==> config.mk <==
export PLATFORM = sky130hd
export DESIGN_NAME = lzd_norm_pipe
export DESIGN_NICKNAME = d
export VERILOG_FILES = /design/src/rtl/lzd_norm_pipe_pkg.sv /design/src/rtl/lzd_norm_pipe_tree.sv /design/src/rtl/lzd_norm_pipe.sv
export SDC_FILE = /design/constraint.sdc
export NUM_CORES = 1
export LEC_CHECK = 0
export ABC_AREA = 1
export CAP_MARGIN = 40
export CORE_MARGIN = 4
export CORE_UTILIZATION = 51
export DETAILED_ROUTE_END_ITERATION = 12
export GPL_TIMING_DRIVEN = 0
export PLACE_DENSITY = 0.78
export SYNTH_ARGS = -nofsm -noshare
export SYNTH_HDL_FRONTEND = slang
export SYNTH_HIERARCHICAL = 1
export SYNTH_SLANG_ARGS = --single-unit
==> constraint.sdc <==
create_clock -name clk -period 2.5 [get_ports clk]
set_input_delay 0.5 -clock clk [delete_from_list [all_inputs] [get_ports clk]]
set_output_delay 0.5 -clock clk [all_outputs]
set_load 0.05 [all_outputs]
==> src/rtl/lzd_norm_pipe_pkg.sv <==
// Shared constants and elaboration helpers for the leading-zero detect / normalise pipeline.
package lzd_pkg;

  // Operand slice handled by one first-level LZD when the count is split over two stages.
  localparam int GRP_W     = 8;
  localparam int DEF_WIDTH = 64;

  function automatic int clog2(input int value);
    int result = 0;
    for (int v = value - 1; v > 0; v = v >> 1) result++;
    return result;
  endfunction

  localparam int DEF_CNT_W = clog2(DEF_WIDTH);
  localparam int GRP_CNT_W = clog2(GRP_W);

endpackage

==> src/rtl/lzd_norm_pipe_tree.sv <==
// Combinational recursive leading-zero detector for a power-of-two width W >= 2.
// An all-zero input yields vld_o = 0 and cnt_o = all ones.
module lzd_tree
  import lzd_pkg::*;
#(
  parameter int W = 8
) (
  input  logic [W-1:0]         data_i,
  output logic [$clog2(W)-1:0] cnt_o,
  output logic                 vld_o
);

  if (W == 2) begin : g_leaf
    assign vld_o = |data_i;
    assign cnt_o = ~data_i[1];
  end else begin : g_node
    localparam int HW = W / 2;

    logic [$clog2(HW)-1:0] cnt_hi;
    logic [$clog2(HW)-1:0] cnt_lo;
    logic                  vld_hi;
    logic                  vld_lo;

    lzd_tree #(.W(HW)) u_hi (
      .data_i (data_i[W-1:HW]),
      .cnt_o  (cnt_hi),
      .vld_o  (vld_hi)
    );

    lzd_tree #(.W(HW)) u_lo (
      .data_i (data_i[HW-1:0]),
      .cnt_o  (cnt_lo),
      .vld_o  (vld_lo)
    );

    // Upper half wins whenever it holds a set bit; otherwise skip it entirely.
    assign vld_o = vld_hi | vld_lo;
    assign cnt_o = vld_hi ? {1'b0, cnt_hi} : {1'b1, cnt_lo};
  end

endmodule

==> src/rtl/lzd_norm_pipe.sv <==
// Pipelined leading-zero count and left-normalise with a valid/ready handshake.
// Stages form a collapsing pipeline: a stage loads whenever it is empty or its content moves on.
module lzd_norm_pipe
  import lzd_pkg::*;
#(
  parameter int WIDTH   = 64,
  parameter int STAGES  = 2,
  parameter int NORM_EN = 1,
  parameter int TAG_W   = 4
) (
  input  logic                     clk,
  input  logic                     rst,
  input  logic                     in_valid,
  output logic                     in_ready,
  input  logic [WIDTH-1:0]         in_data,
  input  logic [TAG_W-1:0]         in_tag,
  output logic                     out_valid,
  input  logic                     out_ready,
  output logic [$clog2(WIDTH)-1:0] out_cnt,
  output logic                     out_zero,
  output logic [WIDTH-1:0]         out_norm,
  output logic [TAG_W-1:0]         out_tag
);

  localparam int CNT_W = clog2(WIDTH);
  localparam int NG    = WIDTH / GRP_W;

  typedef struct packed {
    logic             valid;
    logic [WIDTH-1:0] data;
    logic [CNT_W-1:0] cnt;
    logic             zero;
    logic [TAG_W-1:0] tag;
  } stage_t;

  stage_t            st_q [STAGES];
  stage_t            st_d [STAGES];
  logic [STAGES-1:0] ld;

  logic [WIDTH-1:0]  sh_data;
  logic [CNT_W-1:0]  sh_cnt;
  logic [WIDTH-1:0]  sh_norm;

  // Load enables ripple back from the output so bubbles collapse in a single cycle.
  always_comb begin
    ld = '0;
    ld[STAGES-1] = ~st_q[STAGES-1].valid | out_ready;
    for (int k = STAGES - 2; k >= 0; k--) begin
      ld[k] = ~st_q[k].valid | ld[k+1];
    end
  end

  assign in_ready = ld[0];

  if (NORM_EN != 0) begin : g_norm
    assign sh_norm = sh_data << sh_cnt;
  end else begin : g_no_norm
    assign sh_norm = '0;
  end

  if (STAGES == 1) begin : g_s1
    logic [CNT_W-1:0] full_cnt;
    logic             full_vld;

    lzd_tree #(.W(WIDTH)) u_tree (
      .data_i (in_data),
      .cnt_o  (full_cnt),
      .vld_o  (full_vld)
    );

    assign sh_data  = in_data;
    assign sh_cnt   = full_cnt;
    assign st_d[0]  = {in_valid, sh_norm, full_cnt, ~full_vld, in_tag};
  end else if (STAGES == 2) begin : g_s2
    logic [CNT_W-1:0] full_cnt;
    logic             full_vld;

    lzd_tree #(.W(WIDTH)) u_tree (
      .data_i (in_data),
      .cnt_o  (full_cnt),
      .vld_o  (full_vld)
    );

    assign st_d[0]  = {in_valid, in_data, full_cnt, ~full_vld, in_tag};
    assign sh_data  = st_q[0].data;
    assign sh_cnt   = st_q[0].cnt;
    assign st_d[1]  = {st_q[0].valid, sh_norm, st_q[0].cnt, st_q[0].zero, st_q[0].tag};
  end else begin : g_s3
    logic [NG-1:0][GRP_CNT_W-1:0] grp_cnt;
    logic [NG-1:0][GRP_CNT_W-1:0] grp_cnt_q;
    logic [NG-1:0]                grp_vld;
    logic [NG-1:0]                grp_vld_q;
    logic [CNT_W-1:0]             merge_cnt;

    for (genvar gi = 0; gi < NG; gi++) begin : g_grp
      lzd_tree #(.W(GRP_W)) u_grp (
        .data_i (in_data[gi*GRP_W +: GRP_W]),
        .cnt_o  (grp_cnt[gi]),
        .vld_o  (grp_vld[gi])
      );
    end

    always_ff @(posedge clk) begin
      if (rst) begin
        grp_cnt_q <= '0;
        grp_vld_q <= '0;
      end else if (ld[0] && in_valid) begin
        grp_cnt_q <= grp_cnt;
        grp_vld_q <= grp_vld;
      end
    end

    // Highest group with a set bit wins; the all-zero default lands on WIDTH-1.
    always_comb begin
      merge_cnt = CNT_W'((NG - 1) * GRP_W) + CNT_W'(grp_cnt_q[0]);
      for (int g = 0; g < NG; g++) begin
        if (grp_vld_q[g]) begin
          merge_cnt = CNT_W'((NG - 1 - g) * GRP_W) + CNT_W'(grp_cnt_q[g]);
        end
      end
    end

    assign st_d[0]  = {in_valid, in_data, {CNT_W{1'b0}}, 1'b0, in_tag};
    assign st_d[1]  = {st_q[0].valid, st_q[0].data, merge_cnt, ~|grp_vld_q, st_q[0].tag};
    assign sh_data  = st_q[1].data;
    assign sh_cnt   = st_q[1].cnt;
    assign st_d[2]  = {st_q[1].valid, sh_norm, st_q[1].cnt, st_q[1].zero, st_q[1].tag};
  end

  // Payload only changes when a real operand arrives, so idle inputs never reach the outputs.
  for (genvar gi = 0; gi < STAGES; gi++) begin : g_stage
    always_ff @(posedge clk) begin
      if (rst) begin
        st_q[gi] <= '0;
      end else if (ld[gi]) begin
        if (st_d[gi].valid) begin
          st_q[gi] <= st_d[gi];
        end else begin
          st_q[gi].valid <= 1'b0;
        end
      end
    end
  end

  assign out_valid = st_q[STAGES-1].valid;
  assign out_cnt   = st_q[STAGES-1].cnt;
  assign out_zero  = st_q[STAGES-1].zero;
  assign out_norm  = st_q[STAGES-1].data;
  assign out_tag   = st_q[STAGES-1].tag;

endmodule
**Word-level counts from Yosys, hierarchy flattened**

Memory sizes are Yosys's and may differ from the RTL's.
Cells that the tools add are included.

- Memories: 1
- Bits of input ports: 72
- Output and inout bits: 77
- Register bits after elaboration: 0
- Memory bits (writable): 152

- Reductions and logical operators: 32
- Bitwise logic cells: 72
- Muxes and demuxes: 53
- Shifts and indexed selects: 1

Memories:

| name | words | width | read ports | clocked after Yosys merged registers in | write ports | RTL line | text |
|---|---|---|---|---|---|---|---|
| st_q | 2 | 76 | 2 | 0 | 2 | lzd_norm_pipe.sv:36 | `stage_t st_q [STAGES];` |

Operators by type and width:

| cell | number |
|---|---|
| 2-to-1 mux 76 bit | 2 |
| OR reduction 2 bit | 32 |
| left shift 64 x 6 -> 64 bit | 1 |
| bitwise OR 1 bit | 37 |
| inverter 1 bit | 35 |
| 2-to-1 mux 2 bit | 16 |
| 2-to-1 mux 3 bit | 8 |
| 2-to-1 mux 1 bit | 20 |
| 2-to-1 mux 4 bit | 4 |
| 2-to-1 mux 5 bit | 2 |
| 2-to-1 mux 6 bit | 1 |

**Depth between registers and ports, before layout**

- Word-level depth: 9
- Gate-level depth with buffers: 15

**Cells and area by module**

Netlist, hierarchy kept.

By module, submodules not included:

| module | area an instance (µm²) | times used | sequential area each (µm²) | cells an instance |
|---|---|---|---|---|
| lzd_norm_pipe | 9447.8 | 1 | 4564.4 | 1249 |
| lzd_tree (g_s2.u_tree.g_node.u_hi.g_node.u_hi.g_node.u_hi.g_node.u_hi.g_node.u_hi ...) | 13.8 | 32 | 0.0 | 3 |
| lzd_tree (g_s2.u_tree.g_node.u_hi.g_node.u_hi.g_node.u_hi.g_node.u_hi ...) | 21.3 | 16 | 0.0 | 5 |
| lzd_tree (g_s2.u_tree.g_node.u_hi.g_node.u_hi.g_node.u_hi ...) | 32.5 | 8 | 0.0 | 8 |
| lzd_tree (g_s2.u_tree.g_node.u_hi.g_node.u_hi ...) | 43.8 | 4 | 0.0 | 11 |
| lzd_tree (g_s2.u_tree.g_node.u_hi ...) | 55.1 | 2 | 0.0 | 14 |
| lzd_tree (g_s2.u_tree) | 66.3 | 1 | 0.0 | 17 |

**Worst setup path after synthesis**

Ideal clock, no wire load.

- Kind: register -> register
- From: mem st_q[1][75] (netlist name)
- To: mem st_q[0][0] (netlist name) (enable)
- Path buffers: 0
- Slack: -934 ps
- Data arrival time: 2671 ps
- Clock period less this slack: 3434 ps
- Cell stages (with the launch flop): 4
- Library setup time: 763 ps
- Required time: 1737 ps
- Cells stage by stage: edfxtp_1 > nand3_1 > nand2_1 > nand2_1

RTL lines:

| element | RTL line |
|---|---|
| from (decl) | lzd_norm_pipe.sv:36 |

**Final worst setup path**

- From: in out_ready
- To: out in_ready

- Cells in the longest elaborated chain, start to end: 2

Ends and longest elaborated chain:

| element | RTL line | text |
|---|---|---|
| from (decl) | lzd_norm_pipe.sv:18 | `input logic out_ready,` |
| bitwise OR 1 bit | lzd_norm_pipe.sv:47 | `ld[STAGES-1] = ~st_q[STAGES-1].valid \| out_ready;` |
| bitwise OR 1 bit | lzd_norm_pipe.sv:49 | `ld[k] = ~st_q[k].valid \| ld[k+1];` |
| to (decl) | lzd_norm_pipe.sv:14 | `output logic in_ready,` |

No other way between the ends.

==> metrics.yaml <==
global_routing:
  antenna_found_initial: 0
  globalRouteOverflowTotal: 0
  grt_first_pass_wirelength_um: 54700
  grt_max_degree: 76
  grt_use_total_pct: 29.4
  grt_pass1_vias: 10300
clocking:
  numCtsBuffers: 17
  clock_path_buffers: 2
  post_cts_buffers: 0
  post_cts_resized: 4
  clkSinkCount: 152
  htreeDepth: 4
  cts_tree: "done"
  cts_root_buf: "clkbuf_16"
  ctsHoldBuffers: 0
  cts.clk_slew.worst_paths_ns: 0.07
  insertion_delay_ns: 0.44
placed_design:
  dp_hpwl_um: 28600
  io_buffers: 148
  placed_area_mm2: 0.0127
  place_inst: 2002
  gp_congestion: 0.985
routing:
  routed_wl_um: 35400
  drc_errors: 0
  via_count: 11100
  via_per_inst: 5.45
  wire_per_inst_um: 17.4
  final_antenna_net_count: 0
  drt_iter0_markers: 1226
  first_pass_iters: 6
floorplanning:
  pin_count: 149
  start_util_pct: 51.7
  core-area_mm2: 0.0210
  rows: 53
  die_w_um: 154
  die_area_mm2: 0.0237
  die_h_um: 154
setup_path:
  crit_path_max_fanout: 4
  cp-start-kind: "input port"
  endpoint_kind: "primary output"
  worstSetupPathType: "input port to primary output"
  cp.arrival_ns: 1.93
  crit_required_ns: 2.00
final_layout:
  stdcell_area_mm2: 0.0134
  largestRegisters: "st_q: 152 flops"
  final_cell_mix: "nand2_1, nand3_1, edfxtp_1, clkdlybuf4s50_1, inv_1"
  drive_above_1_share_pct: 10.4
  area_growth_pct: 23.2
  diodes: 0
  nNetsFinal: 1818
  multi_input_area_mm2: 0.00512
  largest_reg_flops: 152
  final_common_cell: "nand2_1"
  regArea_mm2: 0.00456
  stdcell_count: 2034
  top_register: "st_q"
  fill_cells: 1941
power_and_ir_drop:
  leakagePower_nw: 6.54
  power.density_mw_per_mm2: 598
  power.total_mw: 7.99
  ir_drop_uv: 442
  p_seq_share_pct: 38.5
  netSwitchingPower_mw: 2.72
  p_int_mw: 5.28
  sw_frac_of_total_pct: 34.0
  p_clk_share_pct: 35.2
  combinationalPowerShare_pct: 26.3
synth:
  synthCells: 1578
  synth-seq-cells: 152
  synth_fp_nets: 1650
  netlist_area_mm2: 0.0108
  synth_top_family_by_area: "simple AND/OR/NAND/NOR gates"
  synth_fa_ha_area_share_pct: 0
  synthXorXnorAreaFrac_pct: 0
  yosysWarnings: 6
  synthDistinctLibCells: 22
  ys_seq_area_share_pct: 42.1
  synth_compound_area_share_pct: 0.185
  synthSimpleGateAreaFrac_pct: 46.8
  synth_area_per_cell_um2: 6.87
  synthMuxAreaShare_pct: 0
timing:
  tightestPinTransition_ns: 0.915
  finalSetupViolCount: 0
  hold_viol_final: 0
  maxSlewViolCount: 0
  fmax_ghz: 0.411
  max-slew-margin-rel_pct: 39.0
  post-route-min-period_ns: 2.43
  fin_skew_ns: 0.0117
  post-route-period-util_pct: 97.4
job:
  cap_violations: 0
hold_path:
  hp-class: "register to register"
outcome:
  status: "finished, final reports clean"
[path summary, 6_finish.rpt]
path | startpoint | to | slack (ns) | cells past startpoint
max | out_ready | in_ready | 0.07 | 4
min | st_q[0][3] | st_q[1][3] | 0.55 | 2
max reg2reg | st_q[0][8] | st_q[1][64] | 0.35 | 7
min reg2reg | st_q[0][3] | st_q[1][3] | 0.55 | 2
[layer usage]
layer | global-route usage, % | wire length, um | vias to the layer above
met5 | 0 | 0 | -
met4 | 9.38 | 1040 | 0
met3 | 5.09 | 2710 | 68
met2 | 47.2 | 16100 | 549
met1 | 40.9 | 15600 | 5035
li1 | - | - | 5425
[cells in the mapped netlist]
cell	number	area, um^2
nand4_1	8	50.1
nand2_1	556	2090
a21boi_1	2	15.0
nand3_2	8	80.1
and3_1	4	25.0
nor3_1	12	60.1
nor2_4	1	11.3
nor2_2	1	6.26
or2_1	31	194
buf_1	18	67.6
nand2_2	32	200
buf_2	36	180
nor2_8	1	20.0
inv_1	141	529
clkbuf_1	14	52.6
nand3_1	385	1930
buf_6	12	135
edfxtp_1	152	4560
buf_4	5	37.5
nor2_1	109	409
o21ai_1	1	5.00
inv_2	49	184
[power by group through the flow]
| stage | logic, mW | clock network (mW) | registers (mW) |
|---|---|---|---|
| 6_report | 2.10 | 2.81 | 3.08 |
| 3_5_place_dp | 2.06 | 0 | 3.14 |
| 5_1_grt | 2.27 | 2.94 | 3.10 |
| 2_1_floorplan | 1.03 | 0 | 3.44 |
| 3_3_place_gp | 2.04 | 0 | 3.13 |
| 4_1_cts | 2.07 | 2.80 | 3.08 |
[logic make-up (layout without fill, tap and decap cells)]
logic type             count (synthesis)  count (layout)
AO/OA/AOI/OAI                          3               3
AND/OR/NAND/NOR                     1148            1148
flip-flops                           152             152
buffers and inverters                275             456
[critical path, cell delays in order]
cell	delay, ns
clkdlybuf4s50_1	0.47
inv_2	0.05
nand3_1	0.08
clkdlybuf4s50_1	0.82
[through the flow]
step	util, %	setup WS (ns)	setup TNS (ns)	hold WS, ns
2_1_floorplan	-	0.171	0	0.519
3_3_place_gp	60.5	-0.775	-19.83	0.526
3_5_place_dp	60.6	-0.818	-3.94	0.534
4_1_cts	63.7	0.0491	0	0.547
5_1_grt	63.8	-0.000748	-0.000748	0.568
6_report	63.8	0.0662	0	0.546
[cell type report]
cell class / count / area share (%)
multi-input combinational: 1151 / 38.3
sequential: 152 / 34.2
timing repair buffer: 149 / 11.3
inverter: 190 / 5.36
buffer: 85 / 3.54
clock buffer: 17 / 3.18
tap: 275 / 2.58
clock inverter: 15 / 1.55
(Power assumes the default switching activity.)
